$ cat src/rtl/lock_sequence_ctrl.sv
// lock_sequence_ctrl
// Single-clock sequencing controller for the button-driven combination lock.
// Converts rising edges of the ZERO/ONE/RESET button levels into code digits
// and compares a full attempt against CODE (first digit = MSB). On a match it
// drives a timed unlock window.
//
// Optional feature macro: LOCK_SEQ_LOCKOUT_EN
//   defined   : consecutive failed attempts are counted and MAX_FAILS of them
//               trigger a LOCKOUT period of LOCKOUT_CYCLES cycles.
//   undefined : fail_cnt and locked_out are tied low, no LOCKOUT state exists,
//               and a mismatch simply returns to digit entry.
//
// Reset: clr_bar, synchronous, active-low. Every register, including the
// button edge history, clears, so a button held through reset release is
// seen as a fresh press on the first cycle afterwards.
module lock_sequence_ctrl #(
  parameter int                  CODE_LEN       = 4,
  parameter logic [CODE_LEN-1:0] CODE           = 4'b1011,
  parameter int                  UNLOCK_CYCLES  = 8,
  parameter int                  MAX_FAILS      = 3,
  parameter int                  LOCKOUT_CYCLES = 16
) (
  input  logic       clk,
  input  logic       clr_bar,
  input  logic       zero_btn,
  input  logic       one_btn,
  input  logic       reset_btn,
  output logic       unlock,
  output logic       locked_out,
  output logic [3:0] digit_cnt,
  output logic [2:0] fail_cnt,
  output logic       digit_strobe
);

  // The shared timer only ever holds (duration - 1), so it needs enough
  // bits to represent the larger of the two durations minus one.
  localparam int TMR_MAX = (UNLOCK_CYCLES > LOCKOUT_CYCLES) ? UNLOCK_CYCLES
                                                            : LOCKOUT_CYCLES;
  localparam int TMR_W   = (TMR_MAX > 1) ? $clog2(TMR_MAX) : 1;

  localparam logic [3:0]       LAST_DIGIT  = 4'(CODE_LEN);
  localparam logic [TMR_W-1:0] UNLOCK_LOAD = TMR_W'(UNLOCK_CYCLES - 1);
  localparam logic [TMR_W-1:0] TMR_ONE     = TMR_W'(1);

  localparam logic [1:0] ST_ENTRY    = 2'd0;
  localparam logic [1:0] ST_CHECK    = 2'd1;
  localparam logic [1:0] ST_UNLOCKED = 2'd2;
`ifdef LOCK_SEQ_LOCKOUT_EN
  localparam logic [1:0] ST_LOCKOUT  = 2'd3;

  localparam logic [TMR_W-1:0] LOCKOUT_LOAD = TMR_W'(LOCKOUT_CYCLES - 1);
  localparam logic [2:0]       FAIL_LIMIT   = 3'(MAX_FAILS);

  // Saturating increment of the consecutive-failure count.
  function automatic logic [2:0] fail_sat_inc(input logic [2:0] cur);
    if (cur >= FAIL_LIMIT) begin
      return FAIL_LIMIT;
    end
    return cur + 3'd1;
  endfunction
`endif

  // Button edge history and derived single-cycle press pulses.
  logic zero_q;
  logic one_q;
  logic reset_btn_q;
  logic zero_press;
  logic one_press;
  logic reset_press;
  logic digit_press;

  // Controller state and the values it will take at the next edge.
  logic [1:0]          state_q;
  logic [1:0]          state_nxt;
  logic [CODE_LEN-1:0] shift_q;
  logic [CODE_LEN-1:0] shift_nxt;
  logic [3:0]          cnt_nxt;
  logic [TMR_W-1:0]    timer_q;
  logic [TMR_W-1:0]    timer_nxt;
  logic                strobe_nxt;
`ifdef LOCK_SEQ_LOCKOUT_EN
  logic [2:0]          fail_nxt;
`endif

  assign zero_press  = zero_btn  & ~zero_q;
  assign one_press   = one_btn   & ~one_q;
  assign reset_press = reset_btn & ~reset_btn_q;
  // Both digit buttons rising together is ambiguous and is discarded.
  assign digit_press = zero_press ^ one_press;

  // Edge history updates in every state so a held button never re-triggers.
  always_ff @(posedge clk) begin
    if (!clr_bar) begin
      zero_q      <= 1'b0;
      one_q       <= 1'b0;
      reset_btn_q <= 1'b0;
    end else begin
      zero_q      <= zero_btn;
      one_q       <= one_btn;
      reset_btn_q <= reset_btn;
    end
  end

  // Next-state logic: digit entry, attempt check, unlock and lockout timing.
  always_comb begin
    state_nxt  = state_q;
    shift_nxt  = shift_q;
    cnt_nxt    = digit_cnt;
    timer_nxt  = timer_q;
    strobe_nxt = 1'b0;
`ifdef LOCK_SEQ_LOCKOUT_EN
    fail_nxt   = fail_cnt;
`endif

    case (state_q)
      ST_ENTRY: begin
        if (reset_press) begin
          // Abandoning the attempt wins over a digit in the same cycle.
          shift_nxt = '0;
          cnt_nxt   = 4'd0;
        end else if (digit_press) begin
          // Shift left so the first digit ends up in the MSB; the cast
          // drops the oldest bit and also covers CODE_LEN == 1.
          shift_nxt  = CODE_LEN'({shift_q, one_press});
          cnt_nxt    = digit_cnt + 4'd1;
          strobe_nxt = 1'b1;
          if (cnt_nxt == LAST_DIGIT) begin
            state_nxt = ST_CHECK;
          end
        end
      end

      ST_CHECK: begin
        // One-cycle evaluation; presses are ignored and the attempt clears.
        shift_nxt = '0;
        cnt_nxt   = 4'd0;
        if (shift_q == CODE) begin
          timer_nxt = UNLOCK_LOAD;
          state_nxt = ST_UNLOCKED;
`ifdef LOCK_SEQ_LOCKOUT_EN
          fail_nxt  = 3'd0;
`endif
        end else begin
`ifdef LOCK_SEQ_LOCKOUT_EN
          fail_nxt = fail_sat_inc(fail_cnt);
          if (fail_nxt == FAIL_LIMIT) begin
            timer_nxt = LOCKOUT_LOAD;
            state_nxt = ST_LOCKOUT;
          end else begin
            state_nxt = ST_ENTRY;
          end
`else
          state_nxt = ST_ENTRY;
`endif
        end
      end

      ST_UNLOCKED: begin
        // A RESET press relocks at once; otherwise run out the timer.
        if (reset_press || (timer_q == '0)) begin
          state_nxt = ST_ENTRY;
        end else begin
          timer_nxt = timer_q - TMR_ONE;
        end
      end

`ifdef LOCK_SEQ_LOCKOUT_EN
      ST_LOCKOUT: begin
        // Every button, RESET included, is ignored until the timer expires.
        if (timer_q == '0) begin
          fail_nxt  = 3'd0;
          state_nxt = ST_ENTRY;
        end else begin
          timer_nxt = timer_q - TMR_ONE;
        end
      end
`endif

      default: begin
        state_nxt = ST_ENTRY;
      end
    endcase
  end

  // Main control registers; outputs are registered from next-state values.
  always_ff @(posedge clk) begin
    if (!clr_bar) begin
      state_q      <= ST_ENTRY;
      shift_q      <= '0;
      digit_cnt    <= 4'd0;
      timer_q      <= '0;
      digit_strobe <= 1'b0;
      unlock       <= 1'b0;
    end else begin
      state_q      <= state_nxt;
      shift_q      <= shift_nxt;
      digit_cnt    <= cnt_nxt;
      timer_q      <= timer_nxt;
      digit_strobe <= strobe_nxt;
      unlock       <= (state_nxt == ST_UNLOCKED);
    end
  end

`ifdef LOCK_SEQ_LOCKOUT_EN
  // Failure counter and lockout indicator.
  always_ff @(posedge clk) begin
    if (!clr_bar) begin
      fail_cnt   <= 3'd0;
      locked_out <= 1'b0;
    end else begin
      fail_cnt   <= fail_nxt;
      locked_out <= (state_nxt == ST_LOCKOUT);
    end
  end
`else
  assign fail_cnt   = 3'd0;
  assign locked_out = 1'b0;
`endif

endmodule
$ cat config.mk
export PLATFORM = sky130hd
export DESIGN_NAME = lock_sequence_ctrl
export DESIGN_NICKNAME = d
export VERILOG_FILES = /design/src/rtl/lock_sequence_ctrl.sv
export SDC_FILE = /design/constraint.sdc
export NUM_CORES = 1
export LEC_CHECK = 0
export ABC_CLOCK_PERIOD_IN_PS = 1700
export CORE_MARGIN = 5
export CORE_UTILIZATION = 50
export DETAILED_ROUTE_END_ITERATION = 8
export PLACE_DENSITY = 0.87
export SKIP_CTS_REPAIR_TIMING = 1
export SLEW_MARGIN = 10
export SYNTH_ARGS = -nofsm -noshare
export SYNTH_HDL_FRONTEND = slang
export SYNTH_SLANG_ARGS = --single-unit
export TNS_END_PERCENT = 50
$ cat constraint.sdc
create_clock -name clk -period 1.7 [get_ports clk]
set_input_delay 0.34 -clock clk [delete_from_list [all_inputs] [get_ports clk]]
set_output_delay 0.34 -clock clk [all_outputs]
set_load 0.01 [all_outputs]
==> results of run 1 <==
==> metal layers <==
layer	GRT usage (%)	part of all wire (%)
met1	15.01	40
met4	7.660	1.6
met5	0	0
met2	25.83	55
met3	4.274	4.1
==> kinds of logic (layout without fill, tap and decap cells) <==
| group | after synthesis | after routing | synth area share (%) |
|---|---|---|---|
| compound gates | 10 | 10 | 8.380 |
| xor+xnor | 2 | 2 | 2.794 |
| fa+ha+maj | 2 | 2 | 2.793 |
| buf+inv | 10 | 24 | 6.004 |
| flops | 19 | 19 | 42.46 |
| mux | 5 | 5 | 5.587 |
| other cells | 1 | 4 | 0.4186 |
| simple gates | 46 | 46 | 31.56 |
==> stage by stage <==
step,power [µW],cells
2_1_floorplan,545.9,98
3_3_place_gp,593.5,133
3_5_place_dp,597.7,133
4_1_cts,817.3,137
5_1_grt,851.7,137
6_report,807.2,137
==> cell type report <==
| type | count | area share (%) |
|---|---|---|
| tap | 25 | 2.838 |
| timing repair buffer | 16 | 14.30 |
| inverter | 4 | 1.362 |
| multi-input combinational | 69 | 44.49 |
| clock buffer | 4 | 2.384 |
| sequential | 19 | 34.62 |
==> final timing paths <==
path / slack [ps] / endpoint / start / cells after the start
worst max-delay path: 70 / timer_q[1]$_SDFFE_PN0P_ / timer_q[1]$_SDFFE_PN0P_ / 6
worst max register to register: 70 / timer_q[1]$_SDFFE_PN0P_ / timer_q[1]$_SDFFE_PN0P_ / 6
worst min register to register: 480 / timer_q[0]$_SDFFE_PN0P_ / timer_q[0]$_SDFFE_PN0P_ / 1
worst min-delay path: 480 / timer_q[0]$_SDFFE_PN0P_ / timer_q[0]$_SDFFE_PN0P_ / 1
==> cell usage in the layout, fill, tap and decap left out, types with 2 or more instances in the layout <==
cell | synthesis | final
nor3_1 | 4 | 3
a31oi_1 | 2 | 2
nor2b_1 | 4 | 3
nand2b_1 | 2 | 2
nand2_1 | 12 | 12
mux2i_1 | 5 | 5
clkdlybuf4s50_1 | 0 | 10
nor4b_1 | 2 | 2
inv_1 | 3 | 3
conb_1 | 1 | 4
clkbuf_4 | 0 | 3
dfxtp_1 | 19 | 18
nor2_1 | 6 | 6
buf_4 | 4 | 5
and2_1 | 2 | 2
nand4_1 | 2 | 2
==> power by group <==
part / total (µW) / internal (µW) / switching (µW)
sequential: 466 / 457 / 9.02
clock: 218 / 91.1 / 127
combinational: 123 / 68.3 / 54.7
total: 807 / 616 / 191
==> state kept, by name, summed over array words and instances, names as in the netlist <==
signal and count:
unlock 1, reset_btn_q 1, one_q 1, shift_q 4
digit_cnt 4, zero_q 1, timer_q 4, digit_strobe 1
state_q 2
==> metrics.cfg, run 1 <==
[cts]
clk_latency_ps = 290
cts.path.max_buffers = 2
cts_tree = yes
clk_pin_slew_worst_paths_ps = 100
cts-buffers-inserted = 3
numClockSinks = 19
root_buffer = clkbuf_4
htree_num_levels = 1

[placement]
hpwl_um = 1325
io_buffers = 10
place_ws_ps = -185.9
dpl_cell_area_um2 = 1057
routabilityCongestion = 0.7067

[die]
die-width_um = 52.33
die_area_um2 = 2738
start_util_pct = 52.45
die-height_um = 52.33
ios = 15
core.rowCount = 15
core_um2 = 1708

[global_route]
grt_usage_pct = 14.48
grt_max_degree = 12
grt_pass1_wl_um = 2849
grt_pass1_vias = 686
grt_overflow = 0
antenna_found_initial = 0

[drt]
drt_iter0_markers = 7
ant_nets = 0
wl_per_cell_um = 12.19
viasPerCell = 5.161
num_vias = 707
first_pass_iters = 5
drc = 0
routed_wl_um = 1670

[finish]
area_delta_synth_final_pct = 23.05
multi_input_area_um2 = 490.5
nNetsFinal = 120
utilization_pct = 64.54
design_area_um2 = 1102
fillers = 145
regArea_um2 = 381.6
drive_gt1_share_pct = 20.54
num_antenna_cells = 0

[yosys]
synth_area_leaders = dfxtp_1 (42%), mux2i_1 (5.6%), nand2_1 (5.0%)
synth_cells = 95
yosys.area.top_type = dfxtp_1
synth_ff_type = dfxtp_1
synth-edff-count = 0
avgSynthCellArea_um2 = 9.430
yosysSeqAreaShare_pct = 42.46
async_flop_share_pct = 0
synthTopCellsByCount = dfxtp_1 (19), nand2_1 (12), nor2_1 (6), mux2i_1 (5)
synth_seq_cells = 19
yosysMostFrequentCell = dfxtp_1
ys_types = 39
synth.top_cell.area_share_pct = 42.46
yosysWarnings = 0
syn_area_um2 = 895.9

[sta]
tns_ps = 0
finalCriticalPeriod_ps = 1630
maxClockFrequency_ghz = 0.6134
fin_skew_ps = 5.372
post-route-period-util_pct = 95.90
setup_viol = 0
holdWs_ps = 477.5
fin_ws_ps = 69.72
hold_viol = 0
slew_violations = 0

[run_status]
outcome = complete, no violations

[worst_setup_path]
critPathCaptureType = register
max_stage_delay_ps = 380
cpMaxStageDelayCell = or3b_4
path_class = reg -> reg
cp_cell_sequence = inv_1 -> ha_2 -> or3b_4 -> and3_4 -> and4b_1 -> a211oi_2
worst_ep_required_time_ps = 1920
crit_family = simple AND/OR/NAND/NOR gates
crit_path_start_kind = register
cp.arrival_ps = 1850
crit_buf_inv = 1
path_max_fanout = 4

[power]
p_leak_uw = 0.0004266
power_per_cell_area_nw_per_um2 = 732.2
peakVddDrop_mv = 0.4784

[run]
maxCapViolCount = 0

[hold_path]
min_path_type = reg -> reg

Note: power is estimated with default switching activity, not from simulation.
==> run 2: changes to the inputs <==
--- a/config.mk
+++ b/config.mk
@@ -6,8 +6,11 @@
 export NUM_CORES = 1
 export LEC_CHECK = 0
 export ABC_CLOCK_PERIOD_IN_PS = 1700
+export CAP_MARGIN = 30
+export CELL_PAD_IN_SITES_DETAIL_PLACEMENT = 1
+export CELL_PAD_IN_SITES_GLOBAL_PLACEMENT = 2
 export CORE_MARGIN = 5
-export CORE_UTILIZATION = 50
+export CORE_UTILIZATION = 31
 export DETAILED_ROUTE_END_ITERATION = 8
 export PLACE_DENSITY = 0.87
 export SKIP_CTS_REPAIR_TIMING = 1
==> run 2 against run 1 <==
  * Routed wire length grew 13%
  * Final cell count up 5.1%
  * Die area increased by 48%
  * Flip-flop and latch count unchanged
  * Global-route usage down 4.3 points
  * Sequential share of layout area rose by 0.48 points
  * Clock-buffer cell count is the same
  * Combinational power shrank 8%
  * Clock power increased by 4%
  * Non-clock buffer count is 1 higher
  * Critical path type unchanged
  * Largest power group unchanged
  * Highest routed layer unchanged
==> metrics.cfg, run 2 (synthesis gave the netlist of run 1 again) <==
[run_status]
outcome = complete, no violations  ; unchanged

[sta]
tns_ps = 0  ; unchanged
fin_ws_ps = 65.25  ; was 69.72 ps
tightestPinTransition_ps = 600.3
rsz0062_at_grt = no
relSlewSlack_pct = 59.67
post-route-period-util_pct = 96.16  ; was 95.90%
slew_violations = 0  ; unchanged
setup_viol = 0  ; unchanged
finalCriticalPeriod_ps = 1635  ; was 1630 ps
maxClockFrequency_ghz = 0.6117  ; was 0.6134 GHz
hold_viol = 0  ; unchanged
fin_skew_ps = 4.162  ; was 5.372 ps

[die]
core.rowCount = 19  ; was 15
die_area_um2 = 4065  ; was 2738 µm²
die-width_um = 63.76  ; was 52.33 µm
core_um2 = 2758  ; was 1708 µm²
die-height_um = 63.76  ; was 52.33 µm
ios = 15  ; unchanged
start_util_pct = 32.49  ; was 52.45%

[drt]
wl_per_cell_um = 13.11  ; was 12.19 µm
num_vias = 703  ; was 707
routed_wl_um = 1888  ; was 1670 µm
drt_iter0_markers = 25  ; was 7
ant_nets = 0  ; unchanged
viasPerCell = 4.882  ; was 5.161
drc = 0  ; unchanged
first_pass_iters = 2  ; was 5

[finish]
drive_gt1_share_pct = 16.81  ; was 20.54%
fillers = 318  ; was 145
design_area_um2 = 1087  ; was 1102 µm²
layout_common_cells = dfxtp_1 (18), nand2_1 (12), clkdlybuf4s50_1 (10), buf_4 (7), nor2_1 (6)  ; was dfxtp_1 (18), nand2_1 (12), clkdlybuf4s50_1 (10), nor2_1 (6)
nNetsFinal = 121  ; was 120
area_delta_synth_final_pct = 21.37  ; was 23.05%
finalNonFillerCells = 144  ; was 137
utilization_pct = 39.43  ; was 64.54%
mostFrequentLayoutCell = dfxtp_1  ; unchanged
reg_top3 = digit_cnt (4), shift_q (4), timer_q (4)  ; unchanged
num_antenna_cells = 0  ; unchanged

[global_route]
grt_overflow = 0  ; unchanged
grt_usage_pct = 10.15  ; was 14.48%
grt_max_degree = 12  ; unchanged
grt_pass1_vias = 771  ; was 686
grt_pass1_wl_um = 3312  ; was 2849 µm
antenna_found_initial = 0  ; unchanged

[cts]
numClockSinks = 19  ; unchanged
htree_num_levels = 1  ; unchanged
cts_tree = yes  ; unchanged
cts-buffers-inserted = 3  ; unchanged
clk_pin_slew_worst_paths_ps = 110  ; was 100 ps
clk_latency_ps = 290  ; about the same
cts.path.max_buffers = 2  ; unchanged
root_buffer = clkbuf_4  ; unchanged

[power]
swShare_pct = 24.44  ; was 23.67%
p_comb_share_pct = 14.0  ; was 15.2%
peakVddDrop_mv = 0.4069  ; was 0.4784 mV
p_int_uw = 607.9  ; was 616.1 µW
seq_power_share_pct = 57.9  ; was 57.7%
power_per_cell_area_nw_per_um2 = 740.0  ; was 732.2 nW/µm²
p_leak_uw = 0.0004280  ; was 0.0004266 µW
power.switching_uw = 196.7  ; was 191.1 µW
p_clk_share_pct = 28.1  ; was 27.1%

[worst_setup_path]
worst_ep_required_time_ps = 1920  ; about the same
r2r_slack_ps = 70  ; about the same
max_stage_delay_ps = 370  ; was 380 ps
crit_path_start_kind = register  ; unchanged
critPathCaptureType = register  ; unchanged
cpMaxStageDelayCell = or3b_1  ; was or3b_4
path_class = reg -> reg  ; unchanged
cp_cell_sequence = inv_1 -> ha_1 -> or3b_1 -> and3_4 -> and4b_1 -> a211oi_1  ; was inv_1 -> ha_2 -> or3b_4 -> and3_4 -> and4b_1 -> a211oi_2
cp.arrival_ps = 1850  ; about the same
path_max_fanout = 4  ; unchanged

[placement]
hpwl_um = 1470  ; was 1325 µm
io_buffers = 10  ; unchanged
place_inst = 140  ; was 133
routabilityCongestion = 0.7724  ; was 0.7067
dpl_cell_area_um2 = 1060  ; was 1057 µm²
place_ws_ps = -211.3  ; was -185.9 ps

[hold_path]
min_path_type = reg -> reg  ; unchanged

[run]
maxCapViolCount = 0  ; unchanged

-- run 2: changes by cell type in the layout (fill, tap and decap cells not counted) --
cell	before	now
buf_4	5	7
a211oi_2	1	0
nor3_1	3	4
nor3_2	1	0
ha_1	1	2
ha_2	1	0
or3b_4	1	0
a211oi_1	1	2
nor2b_2	1	0
nor2b_1	3	4
or3b_1	0	1
buf_12	1	0
-- run 2: power by group through the flow --
stage	Sequential (µW)	Combinational, µW	Clock (µW)
after global placement	475	111	0
final	466	113	226
after global routing	468	123	259
after CTS	466	114	241
after detailed placement	476	114	0
after floorplan	477	69.3	0
-- run 2: cell type report --
cell class                      instances  area [µm²]  share of cell area (%)
Inverter                                4       15.01                   1.381
Sequential cell                        19       381.6                   35.10
Timing Repair Buffer                   17       152.6                   14.04
Clock buffer                            4       26.28                   2.417
Multi-Input combinational cell         69       473.0                   43.50
Tap cell                               31       38.79                   3.567
-- run 2: worst paths after layout --
| check | from | to | depth (start not counted) |
|---|---|---|---|
| setup / recovery | timer_q[0]$_SDFFE_PN0P_ | timer_q[1]$_SDFFE_PN0P_ | 6 |
| setup reg to reg | timer_q[0]$_SDFFE_PN0P_ | timer_q[1]$_SDFFE_PN0P_ | 6 |
| hold reg to reg | shift_q[3]$_SDFFE_PN0P_ | shift_q[3]$_SDFFE_PN0P_ | 2 |
| hold / removal | shift_q[3]$_SDFFE_PN0P_ | shift_q[3]$_SDFFE_PN0P_ | 2 |
-- run 2: critical path, delay by kind of cell (launching register included) --
kind | cells | cell delay [ps]
adder cells (fa/ha/maj) | 1 | 180
flip-flops | 1 | 350
AO/OA/AOI/OAI | 1 | 190
buffers and inverters | 1 | 60
AND/OR/NAND/NOR | 3 | 770
-- run 2: through the flow --
stage	total power (µW)	hold slack [ps]
2_1_floorplan	545.9	433.9
3_3_place_gp	586.4	451.1
3_5_place_dp	590.1	458.3
4_1_cts	821.8	474.4
5_1_grt	851.0	511.8
6_report	804.6	469.8
-- run 2: per-layer routing --
layer  global-route usage, %  share of wire, %  up-vias
met5                       0                 0        -
met4                   1.558              0.32        0
li1                        -                 -      359
met2                   18.02                50       10
met1                   11.35                44      332
met3                   4.553               5.3        2
